## config.mk

```make
export PLATFORM = sky130hd
export DESIGN_NAME = tmds_period_sequencer_flat
export DESIGN_NICKNAME = d
export VERILOG_FILES = /design/src/rtl/tmds_period_sequencer_if.sv /design/src/rtl/tmds_period_sequencer.sv /design/src/flat_wrapper.sv
export SDC_FILE = /design/constraint.sdc
export NUM_CORES = 1
export LEC_CHECK = 0
export BUFFER_PORTS_ARGS = -buffer_cell sky130_fd_sc_hd__buf_2
export CAP_MARGIN = 20
export CORE_MARGIN = 1.5
export CORE_UTILIZATION = 45
export CTS_CLUSTER_SIZE = 12
export DETAILED_ROUTE_END_ITERATION = 8
export PLACE_DENSITY = 0.59
export SYNTH_ARGS = -nofsm -noshare
export SYNTH_HDL_FRONTEND = slang
export SYNTH_SLANG_ARGS = --single-unit
```

## constraint.sdc

```tcl
create_clock -name clk -period 2.28 [get_ports clk]
set_input_delay 0.57 -clock clk [delete_from_list [all_inputs] [get_ports clk]]
set_output_delay 0.57 -clock clk [all_outputs]
set_load 0.01 [all_outputs]
```

## src/rtl/tmds_period_sequencer_if.sv

```systemverilog
// Pixel-domain bundle between timing/encoder front end, period sequencer and serializers.
// master = stream source side, slave = the sequencer.
interface tmds_period_sequencer_if;
  logic       de_in;
  logic       hsync_in;
  logic       vsync_in;
  logic [9:0] chan0_video;
  logic [9:0] chan1_video;
  logic [9:0] chan2_video;
  logic [9:0] chan0_token;
  logic [9:0] chan1_token;
  logic [9:0] chan2_token;
  logic       de_out;
  logic       gap_err;

  modport master (
    output de_in, hsync_in, vsync_in, chan0_video, chan1_video, chan2_video,
    input  chan0_token, chan1_token, chan2_token, de_out, gap_err
  );
  modport slave (
    input  de_in, hsync_in, vsync_in, chan0_video, chan1_video, chan2_video,
    output chan0_token, chan1_token, chan2_token, de_out, gap_err
  );
endinterface

```

## src/rtl/tmds_period_sequencer.sv

```systemverilog
// Chooses control / preamble / guard band / video tokens for all three TMDS channels,
// using an L-deep lookahead delay line so preamble and guard precede each DE rise.
module tmds_period_sequencer #(
  parameter int PREAMBLE_LEN = 8,
  parameter int GUARD_LEN    = 2,
  parameter int HDMI_MODE    = 1
) (
  input logic clk,
  input logic rst_n,
  tmds_period_sequencer_if.slave bus
);
  localparam int L  = PREAMBLE_LEN + GUARD_LEN;
  localparam int CW = $clog2(L + 1);
  localparam logic [9:0] CTRL00 = 10'b1101010100;
  localparam logic [9:0] GB_02  = 10'b1011001100;
  localparam logic [9:0] GB_1   = 10'b0100110011;
  localparam logic       HDMI   = (HDMI_MODE != 0);

  typedef struct packed {
    logic            de;
    logic            vs;
    logic            hs;
    logic [2:0][9:0] vid;
  } stage_t;

  typedef enum logic [1:0] {CL_CTRL, CL_PRE, CL_GUARD, CL_VIDEO} cls_e;

  function automatic logic [9:0] ctrl_tok(input logic [1:0] c);
    case (c)
      2'b00:   return 10'b1101010100;
      2'b01:   return 10'b0010101011;
      2'b10:   return 10'b0101010100;
      default: return 10'b1010101011;
    endcase
  endfunction

  stage_t            in_s, cur;
  stage_t [L-1:0]    dly;
  logic   [L-1:0]    la;
  cls_e              cls;
  logic   [2:0][9:0] tok, tok_nxt;
  logic              de_q, gap_q;
  logic   [CW-1:0]   gap_cnt;

  assign in_s = '{de: bus.de_in, vs: bus.vsync_in, hs: bus.hsync_in,
                  vid: {bus.chan2_video, bus.chan1_video, bus.chan0_video}};
  assign cur  = dly[L-1];

  // la[k-1] = de of the input k cycles after the one leaving the delay line
  always_comb begin
    la = '0;
    for (int k = 1; k < L; k++) la[k-1] = dly[L-1-k].de;
    la[L-1] = bus.de_in;
  end

  // Nearest rise wins, so guard has priority and preamble is cut from its front
  always_comb begin
    cls = CL_CTRL;
    if (cur.de)                          cls = CL_VIDEO;
    else if (HDMI && |la[GUARD_LEN-1:0]) cls = CL_GUARD;
    else if (HDMI && |la[L-1:GUARD_LEN]) cls = CL_PRE;
  end

  always_comb begin
    tok_nxt = {3{CTRL00}};
    case (cls)
      CL_VIDEO: tok_nxt = cur.vid;
      CL_GUARD: tok_nxt = {GB_02, GB_1, GB_02};
      CL_PRE:   tok_nxt = {ctrl_tok(2'b00), ctrl_tok(2'b01), ctrl_tok({cur.vs, cur.hs})};
      default:  tok_nxt[0] = ctrl_tok({cur.vs, cur.hs});
    endcase
  end

  always_ff @(posedge clk or negedge rst_n) begin
    if (!rst_n) begin
      dly     <= '0;
      tok     <= {3{CTRL00}};
      de_q    <= 1'b0;
      gap_q   <= 1'b0;
      gap_cnt <= CW'(L);
    end else begin
      dly   <= {dly[L-2:0], in_s};
      tok   <= tok_nxt;
      de_q  <= cur.de;
      // Input-timed: flags a rise whose preceding blanking could not hold preamble+guard
      gap_q <= HDMI && bus.de_in && (gap_cnt != '0) && (gap_cnt < CW'(L));
      if (bus.de_in)             gap_cnt <= '0;
      else if (gap_cnt < CW'(L)) gap_cnt <= gap_cnt + 1'b1;
    end
  end

  assign bus.chan0_token = tok[0];
  assign bus.chan1_token = tok[1];
  assign bus.chan2_token = tok[2];
  assign bus.de_out      = de_q;
  assign bus.gap_err     = gap_q;
endmodule

```

## src/flat_wrapper.sv

```systemverilog
// flat-port wrapper written by rule: the top's interface ports become plain ports
module tmds_period_sequencer_flat 
#(
  parameter int PREAMBLE_LEN = 8,
  parameter int GUARD_LEN    = 2,
  parameter int HDMI_MODE    = 1
)
  (clk, rst_n, bus_de_in, bus_hsync_in, bus_vsync_in, bus_chan0_video, bus_chan1_video, bus_chan2_video, bus_chan0_token, bus_chan1_token, bus_chan2_token, bus_de_out, bus_gap_err);
  tmds_period_sequencer_if bus_i ();
  input logic clk;
  input logic rst_n;
  input wire logic [$bits(bus_i.de_in)-1:0] bus_de_in;
  input wire logic [$bits(bus_i.hsync_in)-1:0] bus_hsync_in;
  input wire logic [$bits(bus_i.vsync_in)-1:0] bus_vsync_in;
  input wire logic [$bits(bus_i.chan0_video)-1:0] bus_chan0_video;
  input wire logic [$bits(bus_i.chan1_video)-1:0] bus_chan1_video;
  input wire logic [$bits(bus_i.chan2_video)-1:0] bus_chan2_video;
  output wire logic [$bits(bus_i.chan0_token)-1:0] bus_chan0_token;
  output wire logic [$bits(bus_i.chan1_token)-1:0] bus_chan1_token;
  output wire logic [$bits(bus_i.chan2_token)-1:0] bus_chan2_token;
  output wire logic [$bits(bus_i.de_out)-1:0] bus_de_out;
  output wire logic [$bits(bus_i.gap_err)-1:0] bus_gap_err;
  assign bus_i.de_in = bus_de_in;
  assign bus_i.hsync_in = bus_hsync_in;
  assign bus_i.vsync_in = bus_vsync_in;
  assign bus_i.chan0_video = bus_chan0_video;
  assign bus_i.chan1_video = bus_chan1_video;
  assign bus_i.chan2_video = bus_chan2_video;
  assign bus_chan0_token = bus_i.chan0_token;
  assign bus_chan1_token = bus_i.chan1_token;
  assign bus_chan2_token = bus_i.chan2_token;
  assign bus_de_out = bus_i.de_out;
  assign bus_gap_err = bus_i.gap_err;
  tmds_period_sequencer #(.PREAMBLE_LEN(PREAMBLE_LEN), .GUARD_LEN(GUARD_LEN), .HDMI_MODE(HDMI_MODE)) u_core (.clk(clk), .rst_n(rst_n), .bus(bus_i));
endmodule
```

[Word level (Yosys, flattened, before mapping)]
Cells that the tools add are included.
Widths: inputs -> output; s select.
Cells by class
  add/sub/neg operators: 1
  multiply operators: 0
  divide/modulo/power cells: 0
  order comparisons: 1
  equal/unequal tests: 5
  shifts and indexed selects: 0
  mux-type cells: 8
  bitwise logic cells: 0
  reduce and logical (&&, ||, !) cells: 7
Operator list (number)
  $pmux 20 s3: 1
  $pmux 10 s3: 1
  $pmux 10 s2: 1
  $mux 4: 2
  $reduce_or 8->1: 1
  $eq 2x2->1 const B: 3
  $add 4x1->4 const B: 1
  $eq 2x1->1 const B: 2
  $lt 4x4->1 const B: 1
  $mux 2: 2
  $reduce_bool 4->1: 1
  $logic_and 1x1->1: 2
  $logic_not 2->1: 1
  $reduce_bool 2->1: 1
  $reduce_or 2->1: 1
  $mux 1: 1
Storage, ports and cells
  flip-flop bits (word level): 366
  latch bits: 0
  RAM bits: 0
  ROM bits: 0
  memories kept: 0

[Logic depth before layout (Yosys ltp)]
Gate-level depths: netlist (run 1).
  depth after elaboration: 6
  mapped depth: 7
  mapped depth without buffers: 7

[Worst setup path before layout (run 1)]
No wires, ideal clock.
  path type: input -> register
  from: in bus_de_in
  to: reg u_core.tok, in the netlist u_core.bus.chan1_token[1]
  setup time: 0.065 ns
  arrival: 1.797 ns
  data required time: 2.215 ns
  path slack: 0.418 ns
  cell stages on the path: 7
  cells stage by stage: nor4_4 -> a211oi_1 -> or2_1 -> ha_1 -> inv_1 -> a31o_2 -> nand2_1
RTL lines
  start: declaration: RTL line flat_wrapper.sv:12  | input wire logic [$bits(bus_i.de_in)-1:0] bus_de_in;
  end signal: assignment: RTL line tmds_period_sequencer.sv:77  | tok <= {3{CTRL00}};
  end signal: assignment: RTL line tmds_period_sequencer.sv:83  | tok <= tok_nxt;
  end: declaration: RTL line tmds_period_sequencer.sv:41  | logic [2:0][9:0] tok, tok_nxt;

==> results.cfg, run 1 <==
[global_routing]
grt_pass1_wl_mm = 18.7
antenna_found_initial = 0
grt_pass1_vias = 3895
grt_util_met1_pct = 14.4
grt_overflow_total = 0
grt_max_degree = 77
grt.met2_usage_pct = 15.5
grt.busiest_layer = met2
globalRouteMet3Util_pct = 3.33
grt.total_usage_pct = 10.6

[logic_synthesis]
syn_nets = 499
ys_seq_area_share_pct = 94.2
synthCells = 457
avgSynthCellArea_um2 = 21.3
yosys_register_bits = 366
syn_area_mm2 = 0.00974
yosys_warnings = 0
synth.distinct_cells = 27

[power_and_ir_drop]
leakagePower_nw = 5.45
finalPower_mw = 12.7
power-per-cell-area_mw_per_mm2 = 1090
ir_worst_vdd_mv = 0.468

[worst_setup_path]
max_stage_delay_ps = 400
endpoint_kind = flop
r2r_slack_ps = 450
setup.worst_path.start_class = flop
critPathMaxFanout = 4
cp.required_ps = 2720
cp_top_family = simple AND/OR/NAND/NOR gates
worstPathArrival_ps = 2270
cp_num_buf_inv = 1
r2r_start = u_core.dly[164]
crit_slowest_cell = dfrtp_1
crit_type = flop to flop
crit_chain = nor4_4 -> a211oi_1 -> or2_1 -> ha_1 -> inv_1 -> a31o_2 -> nand2_1
reg2regPathDepth = 7
r2r_end = u_core.bus.chan1_token[1]

[timing]
rsz0062_at_grt = false
fin_ws_ps = 447
layout_min_cycle_time_ps = 1830
fmax_ghz = 0.546
final_hold_viol_count = 0
final-max-slew-violation-count = 0
tightestPinTransition_ps = 590
skew_ps = 7.27
setup_tns_ps = 0
slew_headroom_pct = 60.6
setup_viol = 0
post-route-period-util_pct = 80.4

[placement]
place.port_buffers = 66
place.gp.congestion = 0.638
dp_slack_ps = 89.8
dp_cells = 807
hpwl_mm = 6.07

[cts]
cts_root_buffer = clkbuf_16
clock_latency_ps = 490
htree_levels = 2
cts_sinks = 366
numCtsBuffers = 37
cts_resized = 0
cts_buffer_depth = 3
clkTransAtPathRegs_ps = 60
cts_setup_buffers = 0
cts_tree = done
postCtsHoldBufs = 0

[floorplanning]
die_x_um = 150
start_util_pct = 46.1
die_area_mm2 = 0.0225
core_area_mm2 = 0.0212
rows = 53
dieHeight_um = 150
io_pins = 67

[route]
viasPerCell = 4.13
vias = 3580
drtIter0Drc = 139
firstDrtPassIters = 4
final_antenna_net_count = 0
routedWlPerCell_um = 12.2
wl_mm = 10.6
route.detailed.drc = 0

[layout]
syn2layout_area_growth_pct = 19.9
mostFrequentLayoutCells = dfrtp_1 (349), buf_2 (65), clkbuf_16 (39), nand2_1 (17), dfstp_2 (17)
diodes = 0
final_cells = 866
drive_gt1_share_pct = 25.2
final_common_cell = dfrtp_1
final_nets = 613
fin_util_pct = 55.2

[job]
maxCapViolations = 0

[worst_hold_path]
hold_path_class = input port to asynchronous set/reset pin

[run_status]
outcome = finished clean
[worst reg2reg max path, delay by kind of cell (launching register included)]
kind	cells	cell delay [ps]
simple gates	3	640
buf+inv	1	50
compound gates	2	350
flops	1	400
fa+ha+maj	1	330
[how the worst max path moves through the flow]
stage / end / startpoint / cells past startpoint / slack, ps
after floorplan: u_core.bus.chan1_token[1] / bus_de_in / 7 / 420
after global placement: u_core.bus.chan1_token[1] / bus_de_in / 8 / 190
after detailed placement: u_core.bus.chan1_token[1] / bus_de_in / 8 / 90
after CTS: u_core.bus.chan1_token[1] / u_core.dly[164] / 7 / 440
after global routing: u_core.bus.chan1_token[1] / u_core.dly[164] / 7 / 340
final: u_core.bus.chan1_token[1] / u_core.dly[164] / 7 / 450
[layer usage]
metal  part of all wire (%)  wire length (um)
met1                     44              4670
met2                     47              4950
met3                    6.5               687
met4                    2.8               297
met5                      0                 0
[where the power goes]
group / switching, mW / internal, mW / total (mW)
Combinational: 0.213 / 0.113 / 0.325
Clock: 2.12 / 3.32 / 5.45
Sequential: 0.0989 / 6.86 / 6.96
Total: 2.43 / 10.3 / 12.7
[synthesized netlist by cell type (all sizes together)]
| library cell | n | area share, % |
|---|---|---|
| o311a | 1 | 0.12 |
| o21a | 1 | 0.077 |
| a31oi | 1 | 0.064 |
| nor3 | 4 | 0.37 |
| nor2b | 1 | 0.064 |
| nor4 | 2 | 0.44 |
| a21o | 7 | 0.54 |
| or2 | 1 | 0.064 |
| a31o | 1 | 0.090 |
| o21ai | 4 | 0.21 |
| a21oi | 12 | 0.65 |
| inv | 15 | 0.58 |
| nand2 | 17 | 0.65 |
| a211oi | 1 | 0.077 |
| ha | 7 | 0.90 |
| nor2 | 6 | 0.26 |
| and2 | 3 | 0.19 |
| dfstp | 17 | 4.6 |
| nand2b | 3 | 0.19 |
| dfrtp | 349 | 90 |
| xnor2 | 1 | 0.090 |
| buf | 3 | 0.15 |
[sequential cells by signal, summed over array words and instances (netlist names)]
signal                  count
u_core.bus.chan1_token     10
u_core.gap_cnt              4
u_core.bus.chan0_token     10
u_core.dly                297
u_core.bus.chan2_token     10
u_core.bus.de_out           1
u_core.bus.gap_err          1
u_core.cur                 33
[per-stage QoR]
step	hold slack (ps)	instance area, um^2
floorplan	274	9740
global placement	331	10600
detailed placement	335	10600
CTS	56.7	11700
global route	65.7	11700
finish	41.6	11700
[logic make-up (layout without fill, tap and decap cells)]
| logic type | after synthesis | count (layout) | share of synthesized area [%] |
|---|---|---|---|
| DFF | 366 | 366 | 94.2 |
| buffers and inverters | 18 | 152 | 0.732 |
| adders and majority gates | 7 | 7 | 0.899 |
| xor gates and xnor gates | 1 | 1 | 0.0899 |
| AOI/OAI and AO/OA | 28 | 28 | 1.82 |
| and+or+nand+nor | 37 | 37 | 2.23 |
[cell type report]
type | count | area [um^2]
Fill cell | 1590 | 9480
Sequential cell | 366 | 9180
Clock buffer | 56 | 1070
Timing Repair Buffer | 78 | 493
Multi-Input combinational cell | 73 | 492
Tap cell | 275 | 344
Inverter | 15 | 56.3
Clock inverter | 3 | 43.8
Power figures use the tool's default switching activity.
==> run 2: changes to the inputs <==
Settings changed: PLACE_DENSITY 0.59 to 0.62.
Clock period 2.28 ns to 1.6 ns, I/O delays scaled along.
==> results.cfg, run 2 (synthesis results as in run 1) <==
[run_status]
outcome = finished with violations
violations = setup timing

[job]
maxCapViolations = 0

[layout]
final_common_cell = dfrtp_1
diodes = 0
syn2layout_area_growth_pct = 23.3
top_register = u_core.dly
fin_area_mm2 = 0.0120
final_nets = 650
mostFrequentLayoutCells = dfrtp_1 (349), buf_2 (65), clkbuf_16 (37), dlygate4sd3_1 (29), dfstp_2 (17)
largest_register_ffs = 297
drive_gt1_share_pct = 25.8

[worst_setup_path]
r2r_end = u_core.bus.chan1_token[0]
critPathMaxFanout = 3
cp.depth = 7
r2r_slack_ps = -190
max_stage_delay_ps = 430
crit_type = flop to flop
crit_slowest_cell = dfrtp_1
cp_top_family = simple AND/OR/NAND/NOR gates
cp.required_ps = 2030
worstPathArrival_ps = 2220
setup.worst_path.start_class = flop
reg2regPathDepth = 7
r2r_start = u_core.dly[164]
cp_num_buf_inv = 1
crit_chain = nor4_4 -> a211oi_2 -> or2_1 -> ha_4 -> inv_2 -> a31o_4 -> nand2_2
endpoint_kind = flop

[timing]
fin_ws_ps = -193
fmax_ghz = 0.558
layout_min_cycle_time_ps = 1790
tightestPinTransition_ps = 352
rsz0062_at_grt = true
setup_tns_ps = -900
final-max-slew-violation-count = 0
setup_viol = 6
final_hold_viol_count = 0
holdWs_ps = 24.9
slew_headroom_pct = 76.3
post-route-period-util_pct = 112
skew_ps = 5.06

[floorplanning]
die_x_um = 150
rows = 53
start_util_pct = 46.1
io_pins = 67
dieHeight_um = 150
die_area_mm2 = 0.0225
core_area_mm2 = 0.0212

[worst_hold_path]
hold_end = u_core.dly[22]
hold_depth = 1
worstHoldStart = bus_chan2_video[2]
hold_path_class = input port to flop

[cts]
clkTransAtPathRegs_ps = 60
cts_sinks = 366
cts_buffer_depth = 3
numCtsBuffers = 37
htree_levels = 2
cts_root_buffer = clkbuf_16
cts_tree = done
clock_latency_ps = 490

[global_routing]
grt_pass1_wl_mm = 20.4
grt_overflow_total = 0
grt_pass1_vias = 4126
grt.total_usage_pct = 11.5
antenna_found_initial = 0
grt_max_degree = 67

[power_and_ir_drop]
power-per-cell-area_mw_per_mm2 = 1490
finalPower_mw = 17.8
ir_worst_vdd_mv = 0.663
leakagePower_nw = 5.58

[placement]
dpl_cell_area_mm2 = 0.0106
place.port_buffers = 66
hpwl_mm = 6.63
place.gp.congestion = 0.749
dp_slack_ps = -306

[route]
drtIter0Drc = 127
vias = 3802
route.detailed.drc = 0
routedWlPerCell_um = 13.1
final_antenna_net_count = 0
firstDrtPassIters = 6
viasPerCell = 4.22
wl_mm = 11.8
run 2: cell count changes in the layout (fill, tap and decap cells not counted), moves of 2 or more:
cell           before  now
dlygate4sd3_1       0   29
o21ai_2             0    3
clkbuf_16          39   37
buf_12              5    7
buf_4               7   13
o21ai_0             4    1
run 2: worst max path at each step:
| stage | startpoint | to | slack (ps) |
|---|---|---|---|
| floorplan | u_core.dly[197] | u_core.bus.chan1_token[1] | -90 |
| global placement | bus_de_in | u_core.bus.chan1_token[1] | -250 |
| detailed placement | bus_de_in | u_core.bus.chan1_token[0] | -310 |
| CTS | u_core.dly[197] | u_core.bus.chan1_token[0] | -210 |
| global route | u_core.dly[164] | u_core.bus.chan1_token[0] | -260 |
| finish | u_core.dly[164] | u_core.bus.chan1_token[0] | -190 |
run 2: what timing repair did:
action	in CTS	in global routing
pin swaps	4	3
hold buffers	27	2
gates cloned	0	0
resized for setup	8	1
buffers inserted	1	1
endpoints found under the setup margin	6	6
endpoints found under the hold margin	51	2
run 2: layer usage:
| layer | global-route usage, % | vias to the layer above | part of all wire, % |
|---|---|---|---|
| met5 | 0 | - | 0 |
| met2 | 17.9 | 106 | 49 |
| li1 | - | 1729 | - |
| met4 | 4.80 | 0 | 2.6 |
| met1 | 15.2 | 1941 | 42 |
| met3 | 3.42 | 26 | 6.0 |
run 2: cell type report:
type | instances | area [um^2]
sequential | 366 | 9180
fill | 1532 | 9140
clock buffer | 54 | 1020
timing repair buffer | 115 | 868
multi-input combinational | 73 | 532
tap | 275 | 344
inverter | 15 | 56.3
clock inverter | 2 | 12.5
run 2: power by group:
group / internal, mW / total, mW / switching, mW
clock network: 4.36 / 7.35 / 2.99
registers: 9.77 / 9.93 / 0.155
logic: 0.235 / 0.566 / 0.331
total: 14.4 / 17.8 / 3.47
run 2: metrics by stage:
| stage | std cells | util (%) |
|---|---|---|
| CTS | 897 | 56.6 |
| global route | 900 | 56.8 |
| finish | 900 | 56.8 |
| global placement | 813 | 50.3 |
| detailed placement | 813 | 50.3 |
| floorplan | 457 | - |
run 2: worst reg2reg max path: stages (launching register included):
cell and delay (ps):
dfrtp_1 430, nor4_4 360, a211oi_2 110, or2_1 250
ha_4 290, inv_2 30, a31o_4 200, nand2_2 60
